File: src/rtl/instr_fetch.sv
// instr_fetch: single-outstanding fetch stage with PC redirect; FETCH_ALIGN_CHECK_EN adds sticky addr_err on misaligned JR
module instr_fetch #(
  parameter logic [31:0] RESET_PC = 32'h0040_0000,
  parameter logic [31:0] NOP_WORD = 32'h0000_0000
) (
  input  logic        clk,
  input  logic        reset,
  output logic        imem_req,
  output logic [31:0] imem_addr,
  input  logic        imem_ack,
  input  logic [31:0] imem_rdata,
  output logic [31:0] instr,
  output logic        instr_valid,
  input  logic        instr_ready,
  output logic [31:0] pc,
  output logic [31:0] pc_plus4,
  input  logic        jump,
  input  logic        branch,
  input  logic        branch_taken,
  input  logic        jump_reg,
  input  logic [31:0] jr_target,
`ifdef FETCH_ALIGN_CHECK_EN
  output logic        addr_err,
`endif
  input  logic        halt
);
  typedef enum logic [1:0] {S_REQ, S_WAIT, S_HOLD, S_HALTED} state_t;
  state_t      state_q;
  logic [31:0] pc_q, pc_d, instr_q, br_off;
  logic        imem_req_q, instr_valid_q, halt_d;
`ifdef FETCH_ALIGN_CHECK_EN
  logic        addr_err_q, misaligned;
  assign addr_err = addr_err_q;
`endif
  assign imem_req    = imem_req_q;
  assign imem_addr   = pc_q;
  assign instr       = instr_q;
  assign instr_valid = instr_valid_q;
  assign pc          = pc_q;
  always_comb begin
    pc_plus4 = pc_q + 32'd4;
    br_off   = {{14{instr_q[15]}}, instr_q[15:0], 2'b00};
    pc_d     = jump_reg ? (jr_target & ~32'd3) :
               jump ? {pc_plus4[31:28], instr_q[25:0], 2'b00} :
               (branch & branch_taken) ? pc_plus4 + br_off : pc_plus4;
`ifdef FETCH_ALIGN_CHECK_EN
    misaligned = jump_reg & (|jr_target[1:0]);
    halt_d     = halt | misaligned;
`else
    halt_d     = halt;
`endif
  end
  always_ff @(posedge clk) begin
    if (reset) begin
      state_q       <= S_REQ;
      pc_q          <= RESET_PC;
      imem_req_q    <= 1'b0;
      instr_valid_q <= 1'b0;
      instr_q       <= NOP_WORD;
`ifdef FETCH_ALIGN_CHECK_EN
      addr_err_q    <= 1'b0;
`endif
    end else begin
      case (state_q)
        S_REQ: begin
          imem_req_q <= 1'b1;
          state_q    <= S_WAIT;
        end
        S_WAIT: if (imem_ack) begin
          instr_q       <= imem_rdata;
          imem_req_q    <= 1'b0;
          instr_valid_q <= 1'b1;
          state_q       <= S_HOLD;
        end
        S_HOLD: if (instr_valid_q & instr_ready) begin
          instr_valid_q <= 1'b0;
          instr_q       <= NOP_WORD;
          pc_q          <= pc_d;
          state_q       <= halt_d ? S_HALTED : S_REQ;
`ifdef FETCH_ALIGN_CHECK_EN
          addr_err_q    <= addr_err_q | misaligned;
`endif
        end
        default: ;
      endcase
    end
  end
endmodule
File: config.mk
export PLATFORM = sky130hd
export DESIGN_NAME = instr_fetch
export DESIGN_NICKNAME = d
export VERILOG_FILES = /design/src/rtl/instr_fetch.sv
export SDC_FILE = /design/constraint.sdc
export NUM_CORES = 1
export LEC_CHECK = 0
export BUFFER_PORTS_ARGS = -buffer_cell sky130_fd_sc_hd__buf_2
export CAP_MARGIN = 20
export CORE_AREA = 2 2 112 141
export CTS_BUF_LIST = sky130_fd_sc_hd__clkbuf_16
export CTS_CLUSTER_DIAMETER = 120
export DETAILED_ROUTE_END_ITERATION = 7
export DIE_AREA = 0 0 114 143
export GPL_ROUTABILITY_DRIVEN = 0
export PLACE_DENSITY = 0.74
export SLEW_MARGIN = 20
export SYNTH_ARGS = -nofsm -noshare
export SYNTH_HDL_FRONTEND = slang
export SYNTH_SLANG_ARGS = --single-unit
File: constraint.sdc
create_clock -name clk -period 4.1 [get_ports clk]
set_input_delay 0.41 -clock clk [delete_from_list [all_inputs] [get_ports clk]]
set_output_delay 0.41 -clock clk [all_outputs]
set_load 0.03 [all_outputs]
* Yosys cells after proc, flatten, opt, wreduce, memory -nomap -nowiden *
Cells that the tools add are included.

operators by class
  $add $sub $neg = 2
  bitwise operators = 2
  muxes and demuxes = 15
  eq/ne operators = 4
  reductions and logical operators = 8

operator list
  cell                     number
  $mux W32                 5
  $pmux W32 S2             1
  $add A32 B3 Y32 const B  1
  $add A32 B32 Y32         1
  $mux W2                  3
  $pmux W2 S3              1
  $reduce_and A3 Y1        2
  $ne A2 B2 Y1 const B     2
  $pmux W1 S2              2
  $reduce_and A2 Y1        2
  $reduce_bool A2 Y1       2
  $mux W1                  3
  $reduce_bool A3 Y1       1
  $and A1 B1 Y1            2
  $eq A2 B1 Y1 const B     1
  $eq A2 B2 Y1 const B     1
  $logic_not A2 Y1         1

word-level totals
  word-level logic and storage cells = 36
  register bits = 68
  input bits = 73

* Longest topological paths before layout *
Gate-level depths: netlist of the first run.

  depth after elaboration = 5
  depth in mapped cells = 17

* Worst setup path after synthesis of the first run *
Ideal clock, no wire load.

  kind = register to register
  start = reg pc_q[2] (netlist: imem_addr[2])
  end = reg pc_q[31] (netlist: imem_addr[31])
  clock period less this slack = 4.195 ns
  library setup time = 0.086 ns
  data arrival time = 4.109 ns
  data required time = 4.014 ns
  path slack = -0.095 ns
  stages on the path, launching flop included = 17
  buffers on the path = 1
  cells stage by stage = dfxtp_1 > ha_1 > nand3_1 > nor3_2 > nand3_2 > nor2_1 > nand3_1 > xnor2_1 > ha_1 > clkbuf_1 > nand3_1 > nor3b_1 > o311ai_1 > and3_1 > o31ai_1 > xor2_1 > a211oi_1

between the ends
  longest elaborated chain between the ends = 5

RTL lines
  item                    RTL line  text
  from (decl)             29        logic [31:0] pc_q, pc_d, instr_q, br_off;
  from (signal assigned)  78        pc_q <= pc_d;
  $add A32 B3 Y32         41        pc_plus4 = pc_q + 32'd4;
  named net pc_plus4[26]  16        output logic [31:0] pc_plus4,
  $add A32 B32 Y32        45        (branch & branch_taken) ? pc_plus4 + br_off : pc_plus4;
  $mux W32                45
  $mux W32                44        jump ? {pc_plus4[31:28], instr_q[25:0], 2'b00} :
  $mux W32                43        pc_d = jump_reg ? (jr_target & ~32'd3) :

The timed path passes the listed nets, and every way through them passes these cells.
A chain may end at the register's enable or synchronous reset.

* Final worst setup path of the first run *
  start = reg pc_q[3] (netlist: imem_addr[3])
  end = reg pc_q[31] (netlist: imem_addr[31])

between the ends
  longest elaborated chain between the ends = 5

RTL lines
  item                 RTL line
  $add A32 B3 Y32 (*)  41
  $add A32 B32 Y32     45
  $mux W32             45
  $mux W32 (*)         44
  $mux W32 (*)         43

Every way passes the cells marked *; elsewhere a longest branch is shown, timed or not.

==> impl_metrics.toml, run 1 <==
[clocking]
cts.path.max_buffers = 2
cts_setup_buffers = 0
cts.clk_slew.worst_paths_ps = 60
holdBufCountCts = 0
cts_sinks = 66
cts_buffers = 9
clk_latency_ps = 330
htree_levels = 3
cts_tree = "done"
root_buffer = "clkbuf_16"

[synthesis]
ys.flop_type = "dfxtp_1"
syn_inst = 751
ys_types = 68
netlist_area_um2 = 5750
yosys_warnings = 0
ys_seq_area_frac = 0.230
ys_ff_latch = 66
synth-edff-count = 0
syn_area_per_cell_um2 = 7.66
async_reset_ff_frac = 0

[placed_design]
portBuffers = 194
dpl.hpwl_um = 14800

[route]
drt-wirelength-per-cell_um = 18.0
wirelength_um = 20000
drt_iter0_markers = 339
vias = 6334
dr.pass1.iters = 5
antenna_left = 0
via_per_inst = 5.70
post-route-drc-count = 0

[critical_path]
crit_path_end_kind = "register"
rrSetupSlack_ps = 320
cp.arrival_ps = 3950
critPathRequiredTime_ps = 4280
cp-start-kind = "register"
path_max_fanout = 6
path_class = "register to register"

[grt]
antenna_found_initial = 3
grt_pass1_vias = 6167
grt_overflow = 0
grt_pass1_wl_um = 31500
grt_start_max_net_pins = 68
grt.total_usage = 0.243

[timing]
tns_ps = 0
period_share = 0.921
hold_viol = 0
setup-violations-final = 0
final.min_clock_period_ps = 3780
fmax_ghz = 0.265
finClkSkew_ps = 6.93
relSlewSlack = 0.314
slew_violations = 0
tightest_slew_ps = 1030

[floorplanning]
initial_core_util = 0.386
die_h_um = 143
ios = 203
die_x_um = 114
core-area_um2 = 14900
die_area_um2 = 16300
rows = 50

[power]
p_per_area_nw_per_um2 = 333
p_total_mw = 2.37
p_leak_nw = 3.54
peakVddDrop_mv = 0.238

[layout]
nNetsFinal = 1039
seq_area_um2 = 1320
multi_input_area_um2 = 3910
drive_gt1_frac = 0.292
n_antenna_cell = 0
fill_cells = 1496
areaGrowthSynthToFinish_pct = 23.7

[min_path]
hold_path_class = "primary input to register"

[job]
cap_violations = 0

[run_status]
status = "completed"
## layout by cell type (no fill, tap or decap), drive strengths merged, types with 16 or more instances in the layout
| cell type | n |
|---|---|
| buf | 236 |
| nor2 | 91 |
| dfxtp | 66 |
| a21oi | 59 |
| nand2 | 53 |
| ha | 40 |
| o21ai | 35 |
| a22oi | 33 |
| xnor2 | 26 |
| xor2 | 24 |
| nor3 | 22 |
| nand3 | 21 |
| and3 | 19 |
| o211ai | 18 |
| a211oi | 17 |
| inv | 16 |
| a21o | 16 |
## cells by family (layout without fill, tap and decap cells)
logic type | after synthesis | after routing | synth area share
AO/OA/AOI/OAI | 246 | 246 | 0.292
AND/OR/NAND/NOR | 245 | 245 | 0.202
buffers and inverters | 97 | 270 | 0.101
flip-flops | 66 | 66 | 0.230
XOR/XNOR | 50 | 50 | 0.0761
adder cells (fa/ha/maj) | 41 | 41 | 0.0905
multiplexers | 5 | 5 | 0.00892
other | 1 | 6 | 0.000652
## sequential cells by signal (all words and copies together) (netlist names)
| name | cells |
|---|---|
| imem_addr | 30 |
| instr | 32 |
| imem_req | 1 |
| state_q | 2 |
| instr_valid | 1 |
## synthesized netlist by cell type (all sizes together), types with 4 or more instances
library cell,n,area share
nor2,91,0.061
dfxtp,66,0.23
a21oi,59,0.052
nand2,53,0.035
buf,46,0.060
ha,40,0.087
o21ai,35,0.030
a22oi,33,0.043
clkbuf,32,0.028
xnor2,26,0.040
xor2,24,0.037
nor3,22,0.021
nand3,21,0.019
and3,19,0.021
o211ai,18,0.024
a211oi,17,0.022
inv,17,0.011
a21o,16,0.021
nand2b,9,0.0098
nand4,9,0.0098
o21bai,9,0.012
o21a,8,0.010
a31oi,7,0.0076
nor2b,5,0.0054
o2111ai,5,0.0076
o22ai,5,0.0054
o311ai,5,0.0076
a2111oi,4,0.0096
a311oi,4,0.0061
mux2i,4,0.0070
nor3b,4,0.0052
o31ai,4,0.0052
## per-stage QoR
| stage | instances | utilization | cell area, um^2 | hold WS (ps) | setup slack (ps) |
|---|---|---|---|---|---|
| global route | 1111 | 0.478 | 7120 | 334 | -2.76 |
| finish | 1111 | 0.478 | 7120 | 328 | 324 |
| detailed placement | 1095 | 0.456 | 6790 | 473 | 267 |
| floorplan | 756 | - | 5790 | 478 | 31.0 |
| global placement | 1095 | 0.456 | 6790 | 465 | 360 |
| CTS | 1110 | 0.475 | 7080 | 314 | 239 |
## path summary, 6_finish.rpt
| path | startpoint | end | cells past startpoint |
|---|---|---|---|
| hold reg to reg | imem_req | imem_req | 2 |
| setup reg to reg | imem_addr[3] | imem_addr[31] | 17 |
| setup / recovery | imem_addr[3] | imem_addr[31] | 17 |
| hold / removal | imem_rdata[30] | instr[30] | 3 |
## final cells by class
class	instances	share of cell area
multi-input cells	593	0.549
repair buffers	236	0.184
inverters	19	0.0100
clock buffers	9	0.0316
well taps	182	0.0320
clock inverters	6	0.00826
flip-flops and latches	66	0.186
## critical path, stage by stage, from the launching register on
cell and delay (ps):
dfxtp_1 410, ha_2 250, nand3_1 100, nor3_2 170, buf_4 170, nand3_2 200, nor2_2 190, xor2_2 200
ha_1 310, a211oi_1 250, o21bai_1 140, a211oi_1 240, o21ai_0 130, a21oi_1 200, a21oi_1 110, o31ai_2 270
xor2_1 190, a211oi_1 90
## where the power goes
part	internal, mW	leakage [nW]	switching (mW)
clock network	0.463	0.135	0.297
logic	0.286	2.87	0.542
registers	0.708	0.535	0.0710
## metal layers
layer | up-vias | routed length (um) | part of all wire | global-route usage
met5 | - | 30 | 0.0015 | 0
met1 | 2968 | 8240 | 0.41 | 0.300
met4 | 4 | 601 | 0.030 | 0.0956
met3 | 48 | 1430 | 0.072 | 0.0505
li1 | 3052 | - | - | -
met2 | 262 | 9650 | 0.48 | 0.414
## repair_timing
item / 4_1_cts / 5_1_grt
endpoints found under the setup margin: 0 / 1
endpoints found under the hold margin: 0 / 0
resized for setup: 0 / 4
No activity file was read; power rests on OpenSTA's default activity.
==> inputs of run 2 (changes only) <==
--- a/config.mk
+++ b/config.mk
@@ -8,12 +8,12 @@
 export BUFFER_PORTS_ARGS = -buffer_cell sky130_fd_sc_hd__buf_2
 export CAP_MARGIN = 20
 export CORE_AREA = 2 2 112 141
-export CTS_BUF_LIST = sky130_fd_sc_hd__clkbuf_16
+export CTS_BUF_LIST = sky130_fd_sc_hd__clkbuf_8
 export CTS_CLUSTER_DIAMETER = 120
 export DETAILED_ROUTE_END_ITERATION = 7
 export DIE_AREA = 0 0 114 143
 export GPL_ROUTABILITY_DRIVEN = 0
-export PLACE_DENSITY = 0.74
+export PLACE_DENSITY_LB_ADDON = 0.3
 export SLEW_MARGIN = 20
 export SYNTH_ARGS = -nofsm -noshare
 export SYNTH_HDL_FRONTEND = slang
==> constraint.sdc (replaced) <==
create_clock -name clk -period 4.1 [get_ports clk]
set_input_delay 0 -clock clk [delete_from_list [all_inputs] [get_ports clk]]
set_output_delay 0 -clock clk [all_outputs]
set_load 0.03 [all_outputs]
==> run 2 against run 1 <==
Routed wire length increased by 1.1%. Final area increased by 3.7%. First-iteration DRC count decreased by 0.88%. Combinational power increased by 2.9%. Critical path depth decreased by 1. Via count increased by 0.24%. Clock power decreased by 16%. Final cell count increased by 3.0%. Clock skew increased by 7.4 ps. Sequential share of layout area decreased by 0.67 points. Global-route usage increased by 0.073 points. Critical path type unchanged.
==> impl_metrics.toml, run 2 (synthesis gave the netlist of run 1 again) <==
[timing]
rsz0062_at_grt = "false"
slew_violations = 0
tns_ps = 0
final.min_clock_period_ps = 3770
hold_viol = 0
period_share = 0.920
fmax_ghz = 0.265
holdWs_ps = 13.6
finClkSkew_ps = 14.3
layout_setup_ws_ps = 327
setup-violations-final = 0
relSlewSlack = 0.312
tightest_slew_ps = 1030

[layout]
final_area_um2 = 7380
fin_cells = 1144
fin_util = 0.496
largest_register_ffs = 32
fill_cells = 1486
areaGrowthSynthToFinish_pct = 28.3
nNetsFinal = 1071
layout_commonest_cell = "buf_2"
drive_gt1_frac = 0.271
n_antenna_cell = 0
mostFrequentLayoutCells = "buf_2 (194), nor2_1 (88), dfxtp_1 (66)"

[placed_design]
dpl.hpwl_um = 14600
dp_worst_setup_slack_ps = 219
postPlaceCellArea_um2 = 6730
portBuffers = 194
placed_cells = 1086

[floorplanning]
die_x_um = 114
die_area_um2 = 16300
core-area_um2 = 14900
rows = 50
initial_core_util = 0.386
die_h_um = 143
ios = 203

[route]
drt_iter0_markers = 336
antenna_left = 0
wirelength_um = 20200
via_per_inst = 5.55
vias = 6349
drt-wirelength-per-cell_um = 17.6
dr.pass1.iters = 6
post-route-drc-count = 0

[power]
p_leak_nw = 3.67
p_total_mw = 2.26
p_per_area_nw_per_um2 = 307
peakVddDrop_mv = 0.234

[critical_path]
cp-start-kind = "register"
critPathRequiredTime_ps = 4360
crit_chain = "ha_1, nand3_1, nor3_4, nand3_2, nor2_2, xor2_2, ha_2, a211oi_1, o21bai_1, a211oi_1, o21ai_0, a21oi_1, a21oi_1, o31ai_1, xor2_1, a211oi_1"
critPathSlowestCell = "ha_2"
path_max_fanout = 9
path_class = "register to register"
crit_path_end_kind = "register"
cp.arrival_ps = 4040
crit_top_cell = "a211oi_1"
max_stage_delay_ps = 360

[clocking]
cts.clk_slew.worst_paths_ps = 90
cts_sinks = 66
clk_latency_ps = 360
cts_tree = "done"
root_buffer = "clkbuf_8"
cts.path.max_buffers = 2
cts_buffers = 9
htree_levels = 3

[min_path]
hold_path_class = "primary input to register"

[grt]
antenna_found_initial = 0
grt_overflow = 0
grt_start_max_net_pins = 68
grt_pass1_vias = 6010
grt.total_usage = 0.244
grt_pass1_wl_um = 31500

[run_status]
status = "completed"

[job]
cap_violations = 0
==> run 2: critical path: cells and delay by family (launching register included) <==
family          cells  cell delay [ps]
fa+ha+maj           2              600
xor+xnor            2              310
simple gates        4              840
flops               1              340
compound gates      8             1590
==> run 2: where the power goes <==
group	internal, mW	leakage (nW)	total (mW)	switching, mW
registers	0.707	0.535	0.778	0.0713
clock network	0.343	0.115	0.635	0.293
logic	0.304	3.02	0.852	0.547
total	1.35	3.67	2.26	0.911
==> run 2: cell type report <==
| cell class | instances | area, um^2 | area share |
|---|---|---|---|
| flip-flops and latches | 66 | 1320 | 0.179 |
| inverters | 19 | 71.3 | 0.00966 |
| well taps | 182 | 228 | 0.0308 |
| repair buffers | 268 | 1640 | 0.222 |
| clock buffers | 9 | 124 | 0.0168 |
| multi-input cells | 593 | 3910 | 0.529 |
| clock inverters | 7 | 95.1 | 0.0129 |
==> run 2: what timing repair did <==
action / CTS / global route
hold endpoints to repair: 41 / 0
setup buffers: 0 / 1
hold buffers: 41 / 0
setup endpoints to repair: 0 / 1
resized for setup: 0 / 4
==> run 2: routing by layer <==
metal  up-vias  GRT usage  wire length (um)
met3        27     0.0374              1370
li1       3130          -                 -
met4         0     0.0802               430
met1      2953      0.320              8720
met2       239      0.409              9660
met5         -          0                 0
==> run 2: worst paths after layout <==
| path | startpoint | to | slack (ps) | cells after the start |
|---|---|---|---|---|
| setup / recovery | imem_addr[2] | imem_addr[31] | 330 | 16 |
| hold / removal | jr_target[12] | imem_addr[12] | 10 | 3 |
| setup reg to reg | imem_addr[2] | imem_addr[31] | 330 | 16 |
| hold reg to reg | instr[31] | instr[31] | 500 | 2 |
